`src/rtl/mem_rr_scheduler.sv`:
```
// Round-robin arbiter sharing one memory port between the instruction-fetch and data requesters.
// Optional watchdog: define MEM_TIMEOUT_EN to turn a hung transaction into an error response.

module mem_rr_scheduler_checker #(
  parameter int unsigned LIMIT = 32'd255
) (
  input logic clock,
  input logic reset,
  input logic i_drop,
  input logic d_drop
);
  // Watchdog limit must fit the 16-bit counter
  a_limit_range : assert property (@(posedge clock) (LIMIT >= 32'd1) && (LIMIT <= 32'd65535));
  // A request pulse on a full or granted port is a requester protocol violation
  a_i_no_drop : assert property (@(posedge clock) disable iff (reset) !i_drop);
  a_d_no_drop : assert property (@(posedge clock) disable iff (reset) !d_drop);
endmodule

module mem_rr_scheduler #(
  parameter int unsigned TIMEOUT_CYCLES = 32'd255
) (
  input  logic        clock,
  input  logic        reset,
  input  logic        imemory_valid,
  input  logic        imemory_instr,
  input  logic [31:0] imemory_addr,
  input  logic [31:0] imemory_wdata,
  input  logic [3:0]  imemory_wstrb,
  output logic [31:0] imemory_rdata,
  output logic        imemory_error,
  output logic        imemory_ready,
  input  logic        dmemory_valid,
  input  logic        dmemory_instr,
  input  logic [31:0] dmemory_addr,
  input  logic [31:0] dmemory_wdata,
  input  logic [3:0]  dmemory_wstrb,
  output logic [31:0] dmemory_rdata,
  output logic        dmemory_error,
  output logic        dmemory_ready,
  output logic        memory_valid,
  output logic        memory_instr,
  output logic [31:0] memory_addr,
  output logic [31:0] memory_wdata,
  output logic [3:0]  memory_wstrb,
  input  logic [31:0] memory_rdata,
  input  logic        memory_error,
  input  logic        memory_ready
);

  typedef enum logic [0:0] {IDLE = 1'b0, BUSY = 1'b1} state_t;

  state_t      state_r;
  logic        last_r;
  logic        owner_r;
  logic        i_pend_r, i_instr_r, d_pend_r, d_instr_r;
  logic [31:0] i_addr_r, i_wdata_r, d_addr_r, d_wdata_r;
  logic [3:0]  i_wstrb_r, d_wstrb_r;

  logic grant_i_s, grant_d_s, busy_s, resp_s, timeout_s;
  logic i_cap_s, d_cap_s;

  assign busy_s = (state_r == BUSY);
  assign resp_s = busy_s && memory_ready;

`ifdef MEM_TIMEOUT_EN
  localparam logic [15:0] TO_LAST = 16'(TIMEOUT_CYCLES - 32'd1);
  logic [15:0] cnt_r;
  // The real response wins over a watchdog expiry in the same cycle
  assign timeout_s = busy_s && !memory_ready && (cnt_r == TO_LAST);
`else
  assign timeout_s = 1'b0;
`endif

  // Grant selection: on a tie, serve the port that did not go last
  always_comb begin
    grant_i_s = 1'b0;
    grant_d_s = 1'b0;
    if (state_r == IDLE) begin
      if (d_pend_r && (!i_pend_r || !last_r)) begin
        grant_d_s = 1'b1;
      end else begin
        grant_i_s = i_pend_r;
      end
    end else begin
      grant_i_s = 1'b0;
    end
  end

  // A draining slot may be refilled in the same cycle; the port in service may not
  assign i_cap_s = imemory_valid && (!i_pend_r || grant_i_s) && !(busy_s && !owner_r);
  assign d_cap_s = dmemory_valid && (!d_pend_r || grant_d_s) && !(busy_s && owner_r);

  // Shared-port request, all fields zero unless a grant is issued this cycle
  always_comb begin
    memory_valid = grant_i_s || grant_d_s;
    memory_instr = 1'b0;
    memory_addr  = 32'h0;
    memory_wdata = 32'h0;
    memory_wstrb = 4'h0;
    if (grant_d_s) begin
      memory_instr = d_instr_r;
      memory_addr  = d_addr_r;
      memory_wdata = d_wdata_r;
      memory_wstrb = d_wstrb_r;
    end else if (grant_i_s) begin
      memory_instr = i_instr_r;
      memory_addr  = i_addr_r;
      memory_wdata = i_wdata_r;
      memory_wstrb = i_wstrb_r;
    end else begin
      memory_instr = 1'b0;
    end
  end

  // Response routing to the owner; a watchdog expiry reports error with zero data
  always_comb begin
    imemory_ready = (resp_s || timeout_s) && !owner_r;
    dmemory_ready = (resp_s || timeout_s) && owner_r;
    imemory_rdata = 32'h0;
    dmemory_rdata = 32'h0;
    imemory_error = timeout_s && !owner_r;
    dmemory_error = timeout_s && owner_r;
    if (resp_s) begin
      if (owner_r) begin
        dmemory_rdata = memory_rdata;
        dmemory_error = memory_error;
      end else begin
        imemory_rdata = memory_rdata;
        imemory_error = memory_error;
      end
    end else begin
      imemory_rdata = 32'h0;
    end
  end

  // FSM, grant pointer and request slots
  always_ff @(posedge clock) begin
    if (reset) begin
      state_r   <= IDLE;
      last_r    <= 1'b0;
      owner_r   <= 1'b0;
      i_pend_r  <= 1'b0;
      i_instr_r <= 1'b0;
      i_addr_r  <= 32'h0;
      i_wdata_r <= 32'h0;
      i_wstrb_r <= 4'h0;
      d_pend_r  <= 1'b0;
      d_instr_r <= 1'b0;
      d_addr_r  <= 32'h0;
      d_wdata_r <= 32'h0;
      d_wstrb_r <= 4'h0;
    end else begin
      case (state_r)
        IDLE: begin
          if (grant_d_s || grant_i_s) begin
            state_r <= BUSY;
            last_r  <= grant_d_s;
            owner_r <= grant_d_s;
          end else begin
            state_r <= IDLE;
          end
        end
        BUSY: begin
          if (resp_s || timeout_s) begin
            state_r <= IDLE;
          end else begin
            state_r <= BUSY;
          end
        end
        default: state_r <= IDLE;
      endcase
      if (i_cap_s) begin
        i_pend_r  <= 1'b1;
        i_instr_r <= imemory_instr;
        i_addr_r  <= imemory_addr;
        i_wdata_r <= imemory_wdata;
        i_wstrb_r <= imemory_wstrb;
      end else if (grant_i_s) begin
        i_pend_r <= 1'b0;
      end else begin
        i_pend_r <= i_pend_r;
      end
      if (d_cap_s) begin
        d_pend_r  <= 1'b1;
        d_instr_r <= dmemory_instr;
        d_addr_r  <= dmemory_addr;
        d_wdata_r <= dmemory_wdata;
        d_wstrb_r <= dmemory_wstrb;
      end else if (grant_d_s) begin
        d_pend_r <= 1'b0;
      end else begin
        d_pend_r <= d_pend_r;
      end
    end
  end

`ifdef MEM_TIMEOUT_EN
  // Watchdog counts BUSY cycles since the grant
  always_ff @(posedge clock) begin
    if (reset) begin
      cnt_r <= 16'h0;
    end else if (grant_i_s || grant_d_s) begin
      cnt_r <= 16'h0;
    end else if (busy_s) begin
      cnt_r <= cnt_r + 16'd1;
    end else begin
      cnt_r <= cnt_r;
    end
  end
`endif

  mem_rr_scheduler_checker #(.LIMIT(TIMEOUT_CYCLES)) u_checker (
    .clock  (clock),
    .reset  (reset),
    .i_drop (imemory_valid && !i_cap_s),
    .d_drop (dmemory_valid && !d_cap_s)
  );

endmodule

```
`config.mk`:
```
export PLATFORM = sky130hd
export DESIGN_NAME = mem_rr_scheduler
export DESIGN_NICKNAME = d
export VERILOG_FILES = /design/src/rtl/mem_rr_scheduler.sv
export SDC_FILE = /design/constraint.sdc
export NUM_CORES = 1
export LEC_CHECK = 0
export ABC_CLOCK_PERIOD_IN_PS = 2200
export BUFFER_PORTS_ARGS = -buffer_cell sky130_fd_sc_hd__buf_4
export CORE_UTILIZATION = 47
export CTS_CLUSTER_SIZE = 16
export DETAILED_ROUTE_END_ITERATION = 7
export PLACE_DENSITY = 0.78
export SKIP_CTS_REPAIR_TIMING = 1
export SLEW_MARGIN = 20
export SYNTH_ARGS = -nofsm -noshare
export SYNTH_HDL_FRONTEND = slang
export SYNTH_SLANG_ARGS = --single-unit
```
`constraint.sdc`:
```
create_clock -name clock -period 2.2 [get_ports clock]
set_input_delay 0.44 -clock clock [delete_from_list [all_inputs] [get_ports clock]]
set_output_delay 0.44 -clock clock [all_outputs]
set_load 0.01 [all_outputs]
```
Word level (Yosys, flattened, before mapping)
Index checks and enable logic that the tools add are counted.
{ "classes": {"multipliers": 0, "addsub": 0, "n_shift": 0, "n_eq_ne": 0, "muxes": 27, "n_reduce_logical": 22, "bitwise_logic": 1, "div": 0, "magnitude_cmp": 0} }
{ "ops": {"columns": ["cell", "n"], "rows": [
  ["2-to-1 mux 32 bit", 8],
  ["2-to-1 mux 1 bit", 16],
  ["logical AND 1 bit", 10],
  ["2-to-1 mux 4 bit", 2],
  ["zero test 1 bit", 5],
  ["logical OR 1 bit", 4],
  ["nonzero test 2 bit", 2],
  ["one-hot mux 1 bit (2 select lines)", 1],
  ["AND reduction 2 bit", 1],
  ["inverter 1 bit", 1]
]} }
{ "word_totals": {"register_bits": 142, "in_bits": 176, "latchBits": 0, "n_memories": 0, "wordCells": 62, "mem_bits_rw": 0, "mem_bits_ro": 0, "out_inout_bits": 138} }

Depth between registers and ports, before layout
{ "logic_depth": {"depth_word": 9, "mapped_depth": 7, "ltp_nobuf": 4} }

Worst setup path before layout
No wires, ideal clock.
{ "synth_timing": {"path_type": "register -> output", "from": "register state_r, in the netlist busy_s", "to": "output memory_wdata[24]", "stages_incl_launch_ff": 7, "setup_slack_ns": 0.415, "t_arrival_ns": 1.345, "required_time_ns": 1.760, "path_buffers": 2, "cell_sequence": "dfxtp_1 > inv_1 > o21ai_1 > nor2_1 > buf_2 > buf_2 > a22o_1"} }
{ "synth_between": {"elab_chain_cells": 3, "elab_cells_between_ends": 4, "cone_classes": "4 x mux"} }
{ "synth_rtl": {"columns": ["element", "line", "source"], "rows": [
  ["from (decl)", "52", "state_t state_r;"],
  ["from (signal assigned)", "139", "state_r <= IDLE;"],
  ["from (signal assigned)", "156", "state_r <= BUSY;"],
  ["from (signal assigned)", "160", "state_r <= IDLE;"],
  ["2-to-1 mux 1 bit", "78", "if (state_r == IDLE) begin"],
  ["2-to-1 mux 32 bit", "105", "end else if (grant_i_s) begin"],
  ["2-to-1 mux 32 bit (*)", "100", "if (grant_d_s) begin"],
  ["to (decl)", "43", "output logic [31:0] memory_wdata,"]
]} }
Every way passes the cells marked *; elsewhere a longest branch is shown, timed or not.

Worst setup path after layout
{ "layout_timing": {"from": "register i_pend_r", "to": "output memory_wstrb[3]"} }
{ "layout_between": {"elab_chain_cells": 7, "elab_cells_between_ends": 9, "cone_classes": "6 x mux; 3 x reduce/logical"} }
{ "layout_rtl": {"columns": ["element", "line", "source"], "rows": [
  ["from (decl)", "55", "logic i_pend_r, i_instr_r, d_pend_r, d_instr_r;"],
  ["from (signal assigned)", "181", "i_pend_r <= i_pend_r;"],
  ["zero test 1 bit", "79", "if (d_pend_r && (!i_pend_r || !last_r)) begin"],
  ["logical OR 1 bit", "79", null],
  ["logical AND 1 bit", "79", null],
  ["2-to-1 mux 1 bit", "79", null],
  ["2-to-1 mux 1 bit", "78", null],
  ["2-to-1 mux 4 bit", "105", null],
  ["2-to-1 mux 4 bit (*)", "100", null],
  ["to (decl)", "44", "output logic [3:0] memory_wstrb,"]
]} }
Marks and branches as above.

==> impl_results.md <==
* Outcome: complete, no violations
* RePlAce Congestion at 0.835
* Crit path from: i_pend_r
* P&R area growth vs syn at 51.9%
* Min Clock Period, post-route at 2.19 ns
* LEAKAGE at 4.68 nW
* I/O Buffers at 313
* Std cell rows at 43
* Footprint of the multi-input gates at 0.00362 mm^2
* Top cell by count, worst path: buf_12
* Initial antenna violation count at 0
* Synth warn at 0
* DR pass1 iterations at 5
* Clk_lat worst skew at 0.41 ns
* Largest net degree at the start of global routing at 82
* Critical path arrival at 1.75 ns
* Slew margin rel. at 69.1%
* Gr ovfl total at 0
* Syn avg cell area at 8.54 um^2
* Number of H-tree levels at 4
* Fillers at 1120
* First-pass GRT wire length at 30100 um
* Routed len/inst at 17.0 um
* CORE AREA at 0.0139 mm^2
* Final WL at 21500 um
* Residual DRC at 0
* Crit Path Class: reg2out
* Initial core utilization at 48.3%
* Vias in the first global route at 5885
* Reg2reg end: d_addr_r[21]
* ANT nets after route at 0
* Mapped cell area at 0.00670 mm^2
* Crit path cell chain: a21o_4 > nor2_4 > buf_12 > buf_12 > a22o_1 > buf_4
* Register area at 0.00286 mm^2
* Final Setup Violations at 0
* Ant diodes at 0
* Critical-path maximum fanout at 9
* Least-Margin Pin Slew at 0.464 ns
* Top Family by Delay on Critical Path: buffers and inverters
* Worst-path clk slew at 0.06 ns
* Area after DPL at 0.00925 mm^2
* Nets at 1252
* # clock sinks at 142
* Post-synth net total at 960
* Clock root buffer: clkbuf_16
* Worst Reg-to-Reg Cells at 5
* Via count at 6535
* CP Capture Type: output port
* Worst r2r src: busy_s
* Sequential-to-total area share from yosys stat at 42.4%
* Io pins at 314
* Layout cells sized above 1 at 35.4%
* Die area at 0.0147 mm^2
* CP required at 1.76 ns
* Non-filler instance count after layout at 1269
* Fin. Hold Viols at 0
* Number of synthesized register bits at 142
* Chip height at 121 um
* Vias/cell at 5.15
* DP HPWL at 14800 um
* Post-layout util at 73.3%
* Final non-filler cell area at 0.0102 mm^2
* Clock buffer depth at 2
* Fmax at 0.456 GHz
* Dpl cells at 1225
* DRT iter0 DRCs at 492
* GR Util All Layers at 26.7%
* Hold_ws at 0.229 ns
* Cell Pwr Density at 722 mW/mm^2
* Max stage delay on crit path at 0.36 ns
* CP startpoint kind: flip-flop
* CTS tree: yes
* RSZ-0062 raised after global routing: true
* Cell count after synthesis at 784
* Crit. path cell count at 6
* R2R setup slack at 0.61 ns
* Max-slew violations at 0
* Hold Crit Class: in2reg
* Die width at 121 um
* Setup_tns at 0 ns
* CTS Buf Count at 17
* Final Cycle Share at 99.7%
* Worst setup endpoint: memory_wstrb[3]
* Highest-delay cell along the critical path: dfxtp_4
* CP bufs+invs at 3
* Count of different cell masters after synthesis at 21
* Post-Route Skew at 0.00759 ns
* Max Cap Viol at 0
* VDD IR max at 0.558 mV
-- per-stage QoR --
step,total power [mW],setup WS [ns]
after floorplan,3.58,0.415
after global placement,4.16,0.259
after detailed placement,4.18,0.220
after CTS,7.28,-0.241
after global routing,7.62,-0.0485
final,7.35,0.00588
-- worst reg2reg max path: stages, from the launching register on --
cell and delay (ns):
dfxtp_2 0.41, a21bo_2 0.21, a21o_2 0.41, buf_12 0.25, nand2_1 0.09, a21oi_1 0.16
-- area by class of cell --
type / count / share of cell area, %
clock buffer: 21 / 4.43
clock inverter: 11 / 1.84
inverter: 4 / 0.148
multi-input combinational: 570 / 35.6
sequential: 142 / 28.1
tap: 180 / 2.21
timing repair buffer: 341 / 27.7
-- registers in the layout (all words and copies together) (netlist names) --
signal     flops
owner_r        1
i_pend_r       1
i_wdata_r     32
i_addr_r      32
d_addr_r      32
d_wdata_r     32
i_instr_r      1
busy_s         1
d_wstrb_r      4
d_instr_r      1
i_wstrb_r      4
d_pend_r       1
-- cells by family after synthesis --
group | Yosys count | share of synthesized area [%]
and+or+nand+nor | 351 | 27.4
AOI/OAI and AO/OA | 150 | 15.3
DFF | 142 | 42.4
buffers and inverters | 72 | 4.54
muxes | 69 | 10.3
-- synth_stat cells --
cell type  number  area [um^2]
a21oi_2         1         8.76
buf_2          12         60.1
mux2i_1        69          691
inv_2           1         3.75
a211oi_1        1         7.51
buf_4           1         7.51
nor3_1          1         5.00
inv_1           3         11.3
nand2b_1      138          863
and3_1          2         12.5
a22o_1         69          604
nand2_1       140          526
buf_6           2         22.5
a21oi_1        74          370
a21o_1          2         15.0
dfxtp_1       142         2840
a21bo_2         1         10.0
and2_1         66          413
nor2_1          4         15.0
o21ai_1         2         10.0
clkbuf_1       53          199
-- cells in the final DEF, fill, tap and decap left out, drive strengths merged --
| cell type | synthesis | routed |
|---|---|---|
| a21bo | 1 | 1 |
| inv | 4 | 5 |
| a22o | 69 | 69 |
| a21o | 2 | 2 |
| bufinv | 0 | 5 |
| buf | 15 | 336 |
| nand2b | 138 | 138 |
| nand2 | 140 | 140 |
| mux2i | 69 | 69 |
| and3 | 2 | 2 |
| clkinv | 0 | 5 |
| nor2 | 4 | 4 |
| clkbuf | 53 | 26 |
| a211oi | 1 | 1 |
| nor3 | 1 | 1 |
| and2 | 66 | 66 |
| dfxtp | 142 | 142 |
| a21oi | 75 | 75 |
| o21ai | 2 | 2 |
-- power breakdown --
group	switching, mW	leakage [nW]	internal [mW]
clock	1.07	0.315	2.04
sequential	0.129	1.17	2.77
combinational	0.619	3.20	0.719
-- how the worst min path moves through the flow --
stage | start | end | slack, ns | depth (start not counted)
detailed placement | d_addr_r[15] | d_addr_r[15] | 0.45 | 2
global route | memory_ready | busy_s | 0.21 | 2
finish | memory_ready | busy_s | 0.23 | 2
global placement | d_addr_r[4] | d_addr_r[4] | 0.44 | 2
CTS | memory_ready | busy_s | 0.21 | 2
floorplan | d_addr_r[0] | d_addr_r[0] | 0.44 | 2
-- metal layers --
metal / global-route usage, % / share of wire (%) / up-vias
li1: - / - / 3203
met4: 12.8 / 3.6 / 0
met1: 29.9 / 39 / 3033
met5: 0 / 0 / -
met2: 47.6 / 52 / 252
met3: 6.06 / 5.6 / 47
No activity file was read; power rests on OpenSTA's default activity.
